<file path="src/rtl/surf_align_pkg.sv">
// Shared types for the SURF COUT/DOUT receive alignment controller.
// Holds the FSM state, lane select, tap type and pattern helpers.
package surf_align_pkg;

   typedef enum logic [3:0] {
      ST_IDLE,
      ST_LOAD,
      ST_SETTLE,
      ST_SCAN,
      ST_EVAL,
      ST_CENTER,
      ST_CSETTLE,
      ST_SLIP_CHECK,
      ST_SLIP_WAIT,
      ST_NEXT_LANE,
      ST_DONE,
      ST_FAIL
   } state_t;

   typedef enum logic {
      LANE_COUT = 1'b0,
      LANE_DOUT = 1'b1
   } lane_t;

   typedef logic [4:0] tap_t;

   localparam tap_t LAST_TAP = 5'd31;

   function automatic logic is_rot4(
      input logic [3:0] w,
      input logic [3:0] p
   );
      logic [7:0] pp;
      logic       hit;
      pp  = {p, p};
      hit = 1'b0;
      for (int i = 0; i < 4; i++)
         if (pp[i +: 4] == w) hit = 1'b1;
      return hit;
   endfunction

   function automatic logic is_rot8(
      input logic [7:0] w,
      input logic [7:0] p
   );
      logic [15:0] pp;
      logic        hit;
      pp  = {p, p};
      hit = 1'b0;
      for (int i = 0; i < 8; i++)
         if (pp[i +: 8] == w) hit = 1'b1;
      return hit;
   endfunction

endpackage

</file>
<file path="src/rtl/surf_cout_align_ctrl_eye.sv">
// Longest-run tracker over a monotonic tap sweep.
// The first run found wins ties; centre is floored.
module surf_eye_tracker
   import surf_align_pkg::*;
(
   input  logic       clk,
   input  logic       rst,
   input  logic       clear,
   input  logic       step,
   input  logic       good,
   input  tap_t       tap,
   output tap_t       best_start,
   output logic [5:0] best_len,
   output tap_t       centre
);

   tap_t       cur_start;
   logic [5:0] cur_len;
   tap_t       run_start;
   logic [5:0] run_len;

   always_comb begin
      run_start = (cur_len == 6'd0) ? tap : cur_start;
      run_len   = cur_len + 6'd1;
   end

   always_ff @(posedge clk) begin
      if (rst || clear) begin
         cur_start  <= '0;
         cur_len    <= '0;
         best_start <= '0;
         best_len   <= '0;
      end else if (step) begin
         if (good) begin
            cur_start <= run_start;
            cur_len   <= run_len;
            if (run_len > best_len) begin
               best_start <= run_start;
               best_len   <= run_len;
            end
         end else begin
            cur_len <= '0;
         end
      end
   end

   // start + len/2 never exceeds 31 since the run ends by tap 31
   assign centre = best_start + best_len[5:1];

endmodule

</file>
<file path="src/rtl/surf_cout_align_ctrl.sv">
// COUT/DOUT receive training: IDELAY eye sweep, centre load,
// then bitslip until the deserialized word equals the pattern.
module surf_cout_align_ctrl
   import surf_align_pkg::*;
#(
   parameter logic [3:0]  COUT_PATTERN  = 4'b1000,
   parameter logic [7:0]  DOUT_PATTERN  = 8'hB8,
   parameter int unsigned SETTLE_CYCLES = 8,
   parameter int unsigned WINDOW        = 256,
   parameter int unsigned SLIP_WAIT     = 4,
   parameter int unsigned MIN_EYE       = 4
)(
   input  logic       sysclk_i,
   input  logic       rst_i,
   input  logic       start_i,
   input  logic [3:0] cout_i,
   input  logic [7:0] dout_i,
   output logic [4:0] idelay_value_o,
   output logic       idelay_cout_load_o,
   output logic       idelay_dout_load_o,
   output logic       iserdes_cout_bitslip_o,
   output logic       iserdes_dout_bitslip_o,
   output logic       busy_o,
   output logic       done_o,
   output logic       fail_o,
   output logic       fail_lane_o,
   output logic [4:0] cout_tap_o,
   output logic [4:0] dout_tap_o
);

   localparam logic [7:0]  SETTLE_LAST = 8'(SETTLE_CYCLES - 1);
   localparam logic [15:0] WIN_LAST    = 16'(WINDOW - 1);
   localparam logic [7:0]  SWAIT_LAST  = 8'(SLIP_WAIT - 1);
   localparam logic [5:0]  MIN_LEN     = 6'(MIN_EYE);

   state_t      state_q, state_d;
   lane_t       lane_q, lane_d;
   tap_t        tap_q, tap_d;
   logic [7:0]  cnt_q, cnt_d;
   logic [15:0] win_q, win_d;
   logic [3:0]  slips_q, slips_d;
   logic [7:0]  prev_q, prev_d;
   logic        stable_q, stable_d;
   logic        good_q, good_d;

   tap_t        idly_q, idly_d;
   tap_t        ctap_q, ctap_d;
   tap_t        dtap_q, dtap_d;
   logic        done_q, done_d;
   logic        fail_q, fail_d;
   logic        flane_q, flane_d;
   logic        busy_d;
   logic        cload_q, dload_q;
   logic        cslip_q, dslip_q;
   logic        load_d, slip_d;

   logic        trk_clear, trk_step;
   tap_t        unused_best_start;
   logic [5:0]  eye_len;
   tap_t        eye_centre;

   logic [7:0]  word;
   logic        word_rot;
   logic        word_match;
   logic [3:0]  lane_w;

   surf_eye_tracker u_eye (
      .clk        (sysclk_i),
      .rst        (rst_i),
      .clear      (trk_clear),
      .step       (trk_step),
      .good       (good_q),
      .tap        (tap_q),
      .best_start (unused_best_start),
      .best_len   (eye_len),
      .centre     (eye_centre)
   );

   always_comb begin
      if (lane_q == LANE_COUT) begin
         word       = {4'b0000, cout_i};
         word_rot   = is_rot4(cout_i, COUT_PATTERN);
         word_match = (cout_i == COUT_PATTERN);
         lane_w     = 4'd4;
      end else begin
         word       = dout_i;
         word_rot   = is_rot8(dout_i, DOUT_PATTERN);
         word_match = (dout_i == DOUT_PATTERN);
         lane_w     = 4'd8;
      end
   end

   always_comb begin
      state_d   = state_q;
      lane_d    = lane_q;
      tap_d     = tap_q;
      cnt_d     = cnt_q;
      win_d     = win_q;
      slips_d   = slips_q;
      prev_d    = prev_q;
      stable_d  = stable_q;
      good_d    = good_q;
      idly_d    = idly_q;
      ctap_d    = ctap_q;
      dtap_d    = dtap_q;
      done_d    = done_q;
      fail_d    = fail_q;
      flane_d   = flane_q;
      load_d    = 1'b0;
      slip_d    = 1'b0;
      trk_clear = 1'b0;
      trk_step  = 1'b0;
      unique case (state_q)
         ST_IDLE, ST_DONE, ST_FAIL: begin
            if (start_i) begin
               state_d   = ST_LOAD;
               lane_d    = LANE_COUT;
               tap_d     = '0;
               trk_clear = 1'b1;
               done_d    = 1'b0;
               fail_d    = 1'b0;
               flane_d   = 1'b0;
               ctap_d    = '0;
               dtap_d    = '0;
            end
         end
         ST_LOAD: begin
            cnt_d   = '0;
            state_d = ST_SETTLE;
         end
         ST_SETTLE: begin
            cnt_d = cnt_q + 8'd1;
            if (cnt_q == SETTLE_LAST) begin
               win_d   = '0;
               state_d = ST_SCAN;
            end
         end
         ST_SCAN: begin
            win_d  = win_q + 16'd1;
            prev_d = word;
            if (win_q == 16'd0)
               stable_d = 1'b1;
            else if (word != prev_q)
               stable_d = 1'b0;
            if (win_q == WIN_LAST) begin
               good_d  = stable_d && word_rot;
               state_d = ST_EVAL;
            end
         end
         ST_EVAL: begin
            trk_step = 1'b1;
            if (tap_q == LAST_TAP) begin
               state_d = ST_CENTER;
            end else begin
               tap_d   = tap_q + 5'd1;
               state_d = ST_LOAD;
            end
         end
         ST_CENTER: begin
            if (eye_len < MIN_LEN) begin
               state_d = ST_FAIL;
               fail_d  = 1'b1;
               flane_d = lane_q;
            end else begin
               tap_d   = eye_centre;
               idly_d  = eye_centre;
               load_d  = 1'b1;
               slips_d = '0;
               cnt_d   = '0;
               state_d = ST_CSETTLE;
            end
         end
         ST_CSETTLE: begin
            cnt_d = cnt_q + 8'd1;
            if (cnt_q == SETTLE_LAST)
               state_d = ST_SLIP_CHECK;
         end
         ST_SLIP_CHECK: begin
            if (word_match) begin
               if (lane_q == LANE_COUT)
                  ctap_d = tap_q;
               else
                  dtap_d = tap_q;
               state_d = ST_NEXT_LANE;
            end else if (slips_q == lane_w) begin
               state_d = ST_FAIL;
               fail_d  = 1'b1;
               flane_d = lane_q;
            end else begin
               slip_d  = 1'b1;
               slips_d = slips_q + 4'd1;
               cnt_d   = '0;
               state_d = ST_SLIP_WAIT;
            end
         end
         ST_SLIP_WAIT: begin
            cnt_d = cnt_q + 8'd1;
            if (cnt_q == SWAIT_LAST)
               state_d = ST_SLIP_CHECK;
         end
         ST_NEXT_LANE: begin
            if (lane_q == LANE_COUT) begin
               lane_d    = LANE_DOUT;
               tap_d     = '0;
               trk_clear = 1'b1;
               state_d   = ST_LOAD;
            end else begin
               done_d  = 1'b1;
               state_d = ST_DONE;
            end
         end
         default: state_d = ST_IDLE;
      endcase
      // every sweep step enters LOAD with the tap to present
      if (state_d == ST_LOAD) begin
         load_d = 1'b1;
         idly_d = tap_d;
      end
      busy_d = !(state_d inside {ST_IDLE, ST_DONE, ST_FAIL});
   end

   always_ff @(posedge sysclk_i) begin
      if (rst_i) begin
         state_q  <= ST_IDLE;
         lane_q   <= LANE_COUT;
         tap_q    <= '0;
         cnt_q    <= '0;
         win_q    <= '0;
         slips_q  <= '0;
         prev_q   <= '0;
         stable_q <= 1'b0;
         good_q   <= 1'b0;
         idly_q   <= '0;
         ctap_q   <= '0;
         dtap_q   <= '0;
         done_q   <= 1'b0;
         fail_q   <= 1'b0;
         flane_q  <= 1'b0;
         busy_o   <= 1'b0;
         cload_q  <= 1'b0;
         dload_q  <= 1'b0;
         cslip_q  <= 1'b0;
         dslip_q  <= 1'b0;
      end else begin
         state_q  <= state_d;
         lane_q   <= lane_d;
         tap_q    <= tap_d;
         cnt_q    <= cnt_d;
         win_q    <= win_d;
         slips_q  <= slips_d;
         prev_q   <= prev_d;
         stable_q <= stable_d;
         good_q   <= good_d;
         idly_q   <= idly_d;
         ctap_q   <= ctap_d;
         dtap_q   <= dtap_d;
         done_q   <= done_d;
         fail_q   <= fail_d;
         flane_q  <= flane_d;
         busy_o   <= busy_d;
         cload_q  <= load_d && (lane_d == LANE_COUT);
         dload_q  <= load_d && (lane_d == LANE_DOUT);
         cslip_q  <= slip_d && (lane_q == LANE_COUT);
         dslip_q  <= slip_d && (lane_q == LANE_DOUT);
      end
   end

   assign idelay_value_o         = idly_q;
   assign idelay_cout_load_o     = cload_q;
   assign idelay_dout_load_o     = dload_q;
   assign iserdes_cout_bitslip_o = cslip_q;
   assign iserdes_dout_bitslip_o = dslip_q;
   assign done_o                 = done_q;
   assign fail_o                 = fail_q;
   assign fail_lane_o            = flane_q;
   assign cout_tap_o             = ctap_q;
   assign dout_tap_o             = dtap_q;

endmodule

</file>
<file path="config.mk">
export PLATFORM = sky130hd
export DESIGN_NAME = surf_cout_align_ctrl
export DESIGN_NICKNAME = d
export VERILOG_FILES = /design/src/rtl/surf_align_pkg.sv /design/src/rtl/surf_cout_align_ctrl_eye.sv /design/src/rtl/surf_cout_align_ctrl.sv
export SDC_FILE = /design/constraint.sdc
export NUM_CORES = 1
export LEC_CHECK = 0
export CAP_MARGIN = 20
export CORE_UTILIZATION = 43
export CTS_CLUSTER_DIAMETER = 150
export CTS_CLUSTER_SIZE = 20
export DETAILED_ROUTE_END_ITERATION = 8
export HOLD_SLACK_MARGIN = 0.1
export PLACE_DENSITY = 0.6
export SKIP_LAST_GASP = 1
export SYNTH_ARGS = -nofsm -noshare
export SYNTH_HDL_FRONTEND = slang
export SYNTH_SLANG_ARGS = --single-unit
</file>
<file path="constraint.sdc">
create_clock -name sysclk_i -period 2.8 [get_ports sysclk_i]
set_input_delay 0.56 -clock sysclk_i [delete_from_list [all_inputs] [get_ports sysclk_i]]
set_output_delay 0.56 -clock sysclk_i [all_outputs]
set_load 0.01 [all_outputs]
</file>
==> results of run 1 <==
-- cells in the mapped netlist, drive strengths merged (2+ instances only) --
cell	n	area, sq um
nor4b	3	41.29
a21oi	40	200.2
dfxtp	93	1862
mux2	4	56.30
nand4	11	83.83
buf	10	81.32
a22oi	4	30.03
clkbuf	24	90.09
a31o	4	35.03
nand2	44	165.2
nor4	5	67.56
a31oi	7	43.79
nand3b	2	15.01
a21o	2	15.01
nand4bb	2	22.52
or3	5	31.28
inv	20	75.07
o21ai	30	150.1
and3b	2	17.52
nor3b	3	22.52
nor2	87	326.6
xor2	16	140.1
or4	2	15.01
nand4b	4	35.03
nand3	39	207.7
nor4bb	11	110.1
a211oi	17	140.1
or2	5	31.28
and2	11	68.82
nand2b	4	25.02
ha	18	225.2
and4bb	2	25.02
and3	5	36.28
xnor2	8	70.07
mux2i	26	260.3
nor2b	6	37.54
o21a	4	30.03
nor3	16	80.08
-- layer usage --
metal / vias to the layer above / global-route usage, % / share of wire, %
li1: 2303 / - / -
met1: 2140 / 29.04 / 50
met2: 66 / 34.24 / 45
met3: 15 / 3.212 / 3.3
met4: 0 / 8.559 / 1.7
met5: - / 0 / 0
-- worst max-delay path by stage --
stage	startpoint	to	slack [ns]	cells past startpoint
final	state_q[1]$_SDFF_PP0_	win_q[7]$_SDFFE_PP0P_	0.33	6
after global routing	u_eye.cur_len[0]$_SDFFE_PP0P_	u_eye.best_start[1]$_SDFFE_PP0P_	0.06	11
after CTS	u_eye.cur_len[0]$_SDFFE_PP0P_	u_eye.best_len[5]$_SDFFE_PP0P_	0.34	11
after detailed placement	dout_i[6]	cnt_q[5]$_SDFFE_PP0P_	0.04	8
after global placement	cout_i[1]	idelay_value_o[3]$_SDFFE_PP0P_	0.05	7
after floorplan	u_eye.cur_len[0]$_SDFFE_PP0P_	u_eye.best_start[4]$_SDFFE_PP0P_	0.47	11
-- cell families after synthesis --
| group | count (synthesis) | share of synthesized area, % |
|---|---|---|
| simple gates | 272 | 28.88 |
| compound gates | 125 | 15.43 |
| flops | 93 | 35.99 |
| buf+inv | 54 | 4.765 |
| mux | 30 | 6.120 |
| xor+xnor | 24 | 4.064 |
| fa+ha+maj | 19 | 4.741 |
-- stage by stage --
stage	power, mW	hold WS [ns]	util, %
global placement	1.627	0.4437	50.37
finish	2.855	0.4556	52.98
detailed placement	1.632	0.4480	50.37
CTS	2.880	0.4574	52.98
floorplan	1.534	0.4357	-
global route	2.971	0.4814	52.98
-- sequential cells by signal (all words and copies together) (netlist names), 4 cells and up --
register and cells:
win_q 16, cnt_q 8, prev_q 8, u_eye.best_len 6, u_eye.cur_len 6, cout_tap_o 5
dout_tap_o 5, idelay_value_o 5, tap_q 5, u_eye.best_start 5, u_eye.cur_start 5, slips_q 4
state_q 4
-- worst reg2reg max path, delay by kind of cell (launching register included) --
| family | cells | cell delay, ns |
|---|---|---|
| simple gates | 4 | 1.27 |
| flops | 1 | 0.79 |
| compound gates | 2 | 0.30 |
-- layout make-up --
class,count,share of cell area [%]
timing repair buffer,72,10.46
multi-input combinational,470,50.09
tap,143,2.920
sequential,93,30.39
clock buffer,11,3.962
inverter,20,1.225
clock inverter,5,0.9598
-- power groups by stage --
stage	sequential [mW]	combinational [mW]	clock [mW]
2_1_floorplan	1.37	0.161	0
3_3_place_gp	1.39	0.239	0
3_5_place_dp	1.39	0.244	0
4_1_cts	1.36	0.245	1.28
5_1_grt	1.36	0.268	1.34
6_report	1.36	0.243	1.25
==> results.ini, run 1 <==
[pwr]
seq_power_share_pct = 47.6
power_switching_share_pct = 24.23
p_switching_mw = 0.6920
peakVddDrop_mv = 0.3068
clkPwrFrac_pct = 43.9
leakagePower_nw = 2.244
p_comb_share_pct = 8.5
internal_power_mw = 2.163
p_per_area_nw_per_um2 = 466.0

[floorplanning]
die_area_sq_um = 12470
floorplan.initialDensity_pct = 44.73
fp.dieW_um = 111.7
io_pins = 38
core-area_sq_um = 11560
fp-row-count = 39
dieHeight_um = 111.7

[timing]
slew_violations = 0
layout_setup_ws_ns = 0.3326
tns_ns = 0
setup_viol = 0
fin_skew_ns = 0.004585
fin_crit_ns = 2.467
period_share_pct = 88.12
slew_headroom_pct = 51.74
rsz0062_at_grt = no
worst_pin_slew_ns = 0.7229
max_freq_ghz = 0.4053
final_hold_viol_count = 0

[setup_path]
crit_path_cell_trace = nor3b_1 -> nand4b_1 -> or2_2 -> and2_1 -> o21ai_0 -> a21oi_1
path_class = flop to flop
cp_max_fo = 19
timing.rr.end = win_q[7]$_SDFFE_PP0P_
crit_family = simple AND/OR/NAND/NOR gates
cpPeakStageDelay_ns = 0.79
worstSetupEndpointType = flop
r2r-start = state_q[1]$_SDFF_PP0_
timing.critical_path.buf_inv = 0
cpMaxStageDelayCell = dfxtp_1
r2r_setup_slack_ns = 0.33
cp-start-kind = flop
ff2ff_path_depth = 6
cp.arrival_ns = 2.70
crit_required_ns = 3.03

[finish]
fillers = 1091
instances_no_fill = 814
final_design_area_no_fill_sq_um = 6127
drive_gt1_share_pct = 11.48
nets = 700
final_common_cell = dfxtp_1
seq_area_sq_um = 1862
antennaDiodeCount = 0
multi_input_area_sq_um = 3069
layout_common_cells = dfxtp_1, nor2_1, nand2_1
area_delta_synth_final_pct = 18.46

[global_route]
grt_max_degree = 38
grt_pass1_vias = 4379
grt_pass1_wl_um = 21620
grt.overflow.total = 0
grt_antenna_before_repair = 0
grt_use_total_pct = 21.45

[routing]
drt_wl_total_um = 12570
antenna_left = 0
drtIter0Drc = 224
firstDrtPassIters = 4
vias = 4524
drcViolationCount = 0
vias_per_cell = 5.558
wl_per_cell_um = 15.44

[place]
dpl.hpwl_um = 9057
dp.cells = 798
io_buffers = 37
dp_slack_ns = 0.04154
placed_area_sq_um = 5826
gp_congestion = 0.7956

[clock_tree]
clock-sinks = 93
post_cts.repair.setup_buffers = 0
cts_resized = 0
cts_tree = built
ctsHoldBuffers = 0
cts-htree-levels = 3
clk_latency_ns = 0.35
path_clk_slew_ns = 0.07
clockBufferDepth = 2
root_buffer = clkbuf_16
cts_made_buffers = 9

[synth]
synthFlopType = dfxtp_1
ys_seq_elements = 93
synth-warning-count = 0
synthesis.area_sq_um = 5172
postSynthNetCount = 651
synth_edf_count = 0
synth_area_per_cell_sq_um = 8.383
ys_seq_area_share_pct = 35.99
synth-async-reset-ratio_pct = 0
netlist_instances = 617
synth.distinct_cells = 69

[status]
status = finished, final reports clean

[flow_run]
maxCapViolCount = 0

[hold_path]
worstHoldEndpoint = u_eye.cur_start[4]$_SDFFE_PP0P_
hold_depth = 2
hold_path.startpoint = u_eye.cur_start[4]$_SDFFE_PP0P_
hp-class = flop to flop

No activity file was read; power rests on OpenSTA's default activity.
==> run 2, diff against run 1 <==
Clock period 2.8 ns to 3.05 ns, I/O delays scaled along.
==> run 2 against run 1 <==
Cell count shrank 1.6%. Wire length decreased by 3.8%. Setup slack better by 0.12 ns. Highest routed layer unchanged. Register-to-register slack gained 0.15 ns. Design area decreased by 1.8%.
==> results.ini, run 2 (same netlist as run 1, synthesis figures left out) <==
[finish]
largest_register_ffs = 16  ; unchanged
final_design_area_no_fill_sq_um = 6017  ; -1.8%
top_regs = win_q (16), cnt_q (8), prev_q (8)
antennaDiodeCount = 0  ; unchanged
largest_register = win_q
area_delta_synth_final_pct = 16.33
fin_util_pct = 52.03  ; -0.95 points
nets = 687  ; -1.9%
fillers = 1090  ; -0.092%
drive_gt1_share_pct = 9.726  ; -1.7 points
final_common_cell = dfxtp_1
layout_common_cells = dfxtp_1, nor2_1, nand2_1

[setup_path]
ff2ff_path_depth = 11  ; +5
cpMaxStageDelayCell = clkdlybuf4s50_1
crit_required_ns = 3.28  ; +0.25 ns
timing.critical_path.buf_inv = 2  ; +2
timing.rr.end = u_eye.best_len[1]$_SDFFE_PP0P_
r2r_setup_slack_ns = 0.48  ; +0.15 ns
worstSetupEndpointType = flop
crit_path_cell_trace = clkdlybuf4s50_1 -> and4bb_2 -> and4_1 -> nor4_4 -> buf_4 -> nand2_1 -> o21bai_4 -> nor2_1
cp_max_fo = 8  ; -11
r2r-start = u_eye.cur_len[0]$_SDFFE_PP0P_
cp-start-kind = primary input
cp.arrival_ns = 2.83  ; +0.13 ns
path_class = primary input to flop
cpPeakStageDelay_ns = 0.56  ; -0.23 ns
crit_family = simple AND/OR/NAND/NOR gates

[pwr]
p_per_area_nw_per_um2 = 431.5  ; -7.4%
leakagePower_nw = 2.177  ; -3.0%
peakVddDrop_mv = 0.5593  ; +82%

[timing]
period_share_pct = 85.19
slew_headroom_pct = 57.37  ; +5.6 points
final_hold_viol_count = 0  ; unchanged
tns_ns = 0  ; unchanged
rsz0062_at_grt = no
slew_violations = 0  ; unchanged
fin_crit_ns = 2.598
worst_pin_slew_ns = 0.6394  ; -0.08350 ns
setup_viol = 0  ; unchanged
whs_ns = 0.4542  ; -0.001392 ns
max_freq_ghz = 0.3849
fin_skew_ns = 0.007986  ; +0.003401 ns

[place]
placed_area_sq_um = 5715  ; -1.9%
io_buffers = 37  ; unchanged
dpl.hpwl_um = 8769  ; -3.2%
gp_congestion = 0.8041  ; +1.1%

[floorplanning]
fp-row-count = 39  ; unchanged
core-area_sq_um = 11560  ; unchanged
io_pins = 38  ; unchanged
die_area_sq_um = 12470  ; unchanged
floorplan.initialDensity_pct = 44.73  ; unchanged
fp.dieW_um = 111.7  ; unchanged
dieHeight_um = 111.7  ; unchanged

[global_route]
grt_pass1_wl_um = 20600  ; -4.7%
grt_pass1_vias = 4226  ; -3.5%
grt.overflow.total = 0  ; unchanged
grt_use_total_pct = 20.62  ; -0.83 points
grt_max_degree = 36  ; -5.3%
grt_antenna_before_repair = 0  ; unchanged

[hold_path]
hold_depth = 2  ; unchanged
hp-class = flop to flop
worstHoldEndpoint = u_eye.cur_start[4]$_SDFFE_PP0P_
hold_path.startpoint = u_eye.cur_start[4]$_SDFFE_PP0P_

[clock_tree]
cts_made_buffers = 9  ; unchanged
cts_resized = 0  ; unchanged
ctsHoldBuffers = 0  ; unchanged
clockBufferDepth = 2  ; unchanged
cts_tree = built
clk_latency_ns = 0.35  ; about the same
clock-sinks = 93  ; unchanged
post_cts.repair.setup_buffers = 0  ; unchanged
root_buffer = clkbuf_16
path_clk_slew_ns = 0.06  ; about the same
cts-htree-levels = 3  ; unchanged

[status]
status = finished, final reports clean

[routing]
vias = 4470  ; -1.2%
vias_per_cell = 5.581  ; +0.41%
firstDrtPassIters = 5  ; +1
drcViolationCount = 0  ; unchanged
wl_per_cell_um = 15.09  ; -2.3%
antenna_left = 0  ; unchanged
drtIter0Drc = 294  ; +31%
drt_wl_total_um = 12090  ; -3.8%

[flow_run]
maxCapViolCount = 0  ; unchanged

==> run 2: routing by layer <==
layer / wire, um / global-route usage, % / vias up
li1: - / - / 2281
met1: 5915 / 27.70 / 2098
met2: 5518 / 31.84 / 81
met3: 542 / 5.770 / 10
met4: 111 / 6.757 / 0
met5: 0 / 0 / -
==> run 2: worst max-delay path by stage <==
stage / startpoint / end / slack, ns / cells after the start
after floorplan: cout_i[1] / idelay_value_o[2]$_SDFFE_PP0P_ / 0.67 / 6
after global placement: cout_i[0] / idelay_value_o[4]$_SDFFE_PP0P_ / 0.17 / 7
after detailed placement: dout_i[0] / cnt_q[5]$_SDFFE_PP0P_ / 0.09 / 8
after CTS: dout_i[0] / cnt_q[6]$_SDFFE_PP0P_ / 0.45 / 8
after global routing: u_eye.cur_len[0]$_SDFFE_PP0P_ / u_eye.best_start[0]$_SDFFE_PP0P_ / 0.24 / 11
final: dout_i[0] / cnt_q[6]$_SDFFE_PP0P_ / 0.45 / 8
==> run 2: cell type report <==
class	count	area [sq um]	share of cell area, %
clock inverter	5	58.81	0.9773
timing repair buffer	59	530.5	8.817
sequential	93	1862	30.94
clock buffer	11	242.7	4.034
inverter	20	75.07	1.248
multi-input combinational	470	3069	51.01
tap	143	178.9	2.974
==> run 2: stage by stage <==
step | setup slack, ns | total power [mW] | std cells
final | 0.4517 | 2.596 | 801
after global routing | 0.2366 | 2.701 | 801
after CTS | 0.4499 | 2.633 | 801
after detailed placement | 0.09030 | 1.487 | 785
after global placement | 0.1715 | 1.484 | 785
after floorplan | 0.6750 | 1.408 | 617
==> run 2: worst min-delay path, stage by stage (launching register included) <==
cell	delay (ns)
dfxtp_1	0.31
nand2_1	0.05
a21oi_1	0.05
==> run 2: report_power, final <==
part	leakage, nW	total (mW)	internal (mW)	switching [mW]
Sequential	0.750	1.24	1.23	0.0152
Clock	0.142	1.14	0.659	0.478
Combinational	1.28	0.218	0.0925	0.126
Total	2.18	2.60	1.98	0.619
==> run 3, diff against run 2 <==
Settings changed: CORE_UTILIZATION 43 to 59, PLACE_DENSITY 0.6 to 0.78.
==> run 3 against run 2 <==
Sequential power barely moved. Total power fell by 9.0%. Setup slack improved by 0.013 ns. Critical path type unchanged.
==> results.ini, run 3 (same netlist as run 1, synthesis figures left out) <==
[timing]
setup_viol = 0  ; unchanged
worst_pin_slew_ns = 0.6465  ; +0.007060 ns
rsz0062_at_grt = no
max_freq_ghz = 0.3868  ; +0.49%
fin_skew_ns = 0.01278  ; +0.004794 ns
slew_violations = 0  ; unchanged
slew_headroom_pct = 56.81  ; -0.56 points
fin_crit_ns = 2.586  ; -0.01277 ns
whs_ns = 0.4652  ; +0.01106 ns
period_share_pct = 84.77  ; -0.42 points
tns_ns = 0  ; unchanged
final_hold_viol_count = 0  ; unchanged

[global_route]
grt_pass1_wl_um = 19210  ; -6.8%
grt_pass1_vias = 4061  ; -3.9%
grt.overflow.total = 0  ; unchanged
grt_antenna_before_repair = 0  ; unchanged
grt_max_degree = 44  ; +22%
grt_use_total_pct = 27.03  ; +6.4 points

[clock_tree]
clock-sinks = 93  ; unchanged
cts-htree-levels = 3  ; unchanged
root_buffer = clkbuf_8
cts_resized = 0  ; unchanged
post_cts.repair.setup_buffers = 0  ; unchanged
path_clk_slew_ns = 0.09  ; +0.03 ns
cts_tree = built
clk_latency_ns = 0.36  ; about the same
clockBufferDepth = 2  ; unchanged
ctsHoldBuffers = 0  ; unchanged
cts_made_buffers = 9  ; unchanged

[status]
status = finished, final reports clean

[finish]
final_design_area_no_fill_sq_um = 5891  ; -2.1%
largest_register_ffs = 16  ; unchanged
fin_util_pct = 70.63  ; +19 points
final_common_cell = dfxtp_1
layout_common_cells = dfxtp_1, nor2_1, nand2_1
top_regs = win_q (16), cnt_q (8), prev_q (8)
largest_register = win_q
area_delta_synth_final_pct = 13.88
drive_gt1_share_pct = 9.712  ; -0.015 points
fillers = 685  ; -37%
nets = 688  ; +0.15%
antennaDiodeCount = 0  ; unchanged

[flow_run]
maxCapViolCount = 0  ; unchanged

[routing]
wl_per_cell_um = 15.36  ; +1.8%
drtIter0Drc = 235  ; -20%
antenna_left = 0  ; unchanged
drt_wl_total_um = 11730  ; -2.9%
vias_per_cell = 5.911  ; +5.9%
vias = 4516  ; +1.0%
drcViolationCount = 0  ; unchanged
firstDrtPassIters = 5  ; unchanged

[setup_path]
cp_max_fo = 9  ; +1
cp-start-kind = primary input
crit_path_cell_trace = clkdlybuf4s50_1 -> nor4b_1 -> nand2_1 -> and3_1 -> nor4_4 -> nand3_4 -> mux2_4
timing.rr.end = u_eye.best_len[2]$_SDFFE_PP0P_
worstSetupEndpointType = flop
r2r-start = u_eye.cur_len[0]$_SDFFE_PP0P_
cpPeakStageDelay_ns = 0.49  ; -0.07 ns
cp.arrival_ns = 2.83  ; about the same
crit_required_ns = 3.29  ; about the same
cpMaxStageDelayCell = nor4b_1
path_class = primary input to flop
r2r_setup_slack_ns = 0.48  ; about the same
ff2ff_path_depth = 11  ; unchanged

[floorplanning]
floorplan.initialDensity_pct = 62.02  ; +17 points
io_pins = 38  ; unchanged
fp-row-count = 33  ; -15%
die_area_sq_um = 9145  ; -27%
core-area_sq_um = 8341  ; -28%
dieHeight_um = 95.63  ; -14%
fp.dieW_um = 95.63  ; -14%

[pwr]
p_total_mw = 2.362  ; -9.0%
peakVddDrop_mv = 0.2393  ; -57%
p_per_area_nw_per_um2 = 401.0  ; -7.0%
leakagePower_nw = 2.139  ; -1.7%

[place]
placed_area_sq_um = 5675  ; -0.70%
dpl.hpwl_um = 8414  ; -4.1%
gp_congestion = 0.8891  ; +11%
io_buffers = 37  ; unchanged

[hold_path]
hold_path.startpoint = u_eye.cur_start[0]$_SDFFE_PP0P_
hold_depth = 2  ; unchanged
worstHoldEndpoint = u_eye.cur_start[0]$_SDFFE_PP0P_
hp-class = flop to flop

==> run 3: cell types whose count changed in the layout (fill, tap and decap cells not counted) <==
| cell | change |
|---|---|
| buf_4 | +1 |
| bufinv_16 | +1 |
| clkbuf_1 | +1 |
| clkbuf_16 | -9 |
| clkbuf_8 | +8 |
| clkinv_2 | -1 |
==> run 3: area by class of cell <==
| type | count | area, sq um | area share (%) |
|---|---|---|---|
| Clock buffer | 11 | 131.4 | 2.230 |
| Clock inverter | 5 | 83.83 | 1.423 |
| Inverter | 20 | 75.07 | 1.274 |
| Multi-Input combinational cell | 470 | 3069 | 52.10 |
| Sequential cell | 93 | 1862 | 31.61 |
| Tap cell | 105 | 131.4 | 2.230 |
| Timing Repair Buffer | 60 | 538.0 | 9.133 |
==> run 3: layer usage <==
layer | vias to the layer above | share of wire, % | GRT usage [%]
li1 | 2283 | - | -
met2 | 116 | 45 | 41.13
met1 | 2106 | 49 | 38.71
met3 | 11 | 4.4 | 4.067
met5 | - | 0 | 0
met4 | 0 | 1.5 | 9.577
==> run 3: how the worst max path moves through the flow <==
stage | to | start | slack (ns) | cells after the start
2_1_floorplan | idelay_value_o[2]$_SDFFE_PP0P_ | cout_i[1] | 0.67 | 6
3_3_place_gp | idelay_value_o[3]$_SDFFE_PP0P_ | cout_i[0] | 0.15 | 7
3_5_place_dp | idelay_value_o[3]$_SDFFE_PP0P_ | cout_i[0] | 0.09 | 7
4_1_cts | idelay_value_o[2]$_SDFFE_PP0P_ | cout_i[0] | 0.47 | 7
5_1_grt | u_eye.best_len[5]$_SDFFE_PP0P_ | u_eye.cur_len[0]$_SDFFE_PP0P_ | 0.28 | 11
6_report | idelay_value_o[3]$_SDFFE_PP0P_ | cout_i[0] | 0.46 | 7
==> run 3: metrics by stage <==
| stage | instances | setup WS, ns |
|---|---|---|
| global route | 764 | 0.2759 |
| detailed placement | 748 | 0.09311 |
| floorplan | 617 | 0.6750 |
| CTS | 764 | 0.4694 |
| finish | 764 | 0.4644 |
| global placement | 748 | 0.1498 |
==> run 3: worst max-delay path: cells and delay by family <==
family / cells / cell delay (ns)
buffers and inverters: 1 / 0.46
multiplexers: 1 / 0.34
AND/OR/NAND/NOR: 5 / 1.41
==> run 3: report_power, final <==
part	switching, mW	total (mW)	internal (mW)	leakage [nW]
sequential	0.0141	1.24	1.22	0.750
combinational	0.128	0.220	0.0919	1.29
clock	0.438	0.904	0.466	0.100
total	0.580	2.36	1.78	2.14
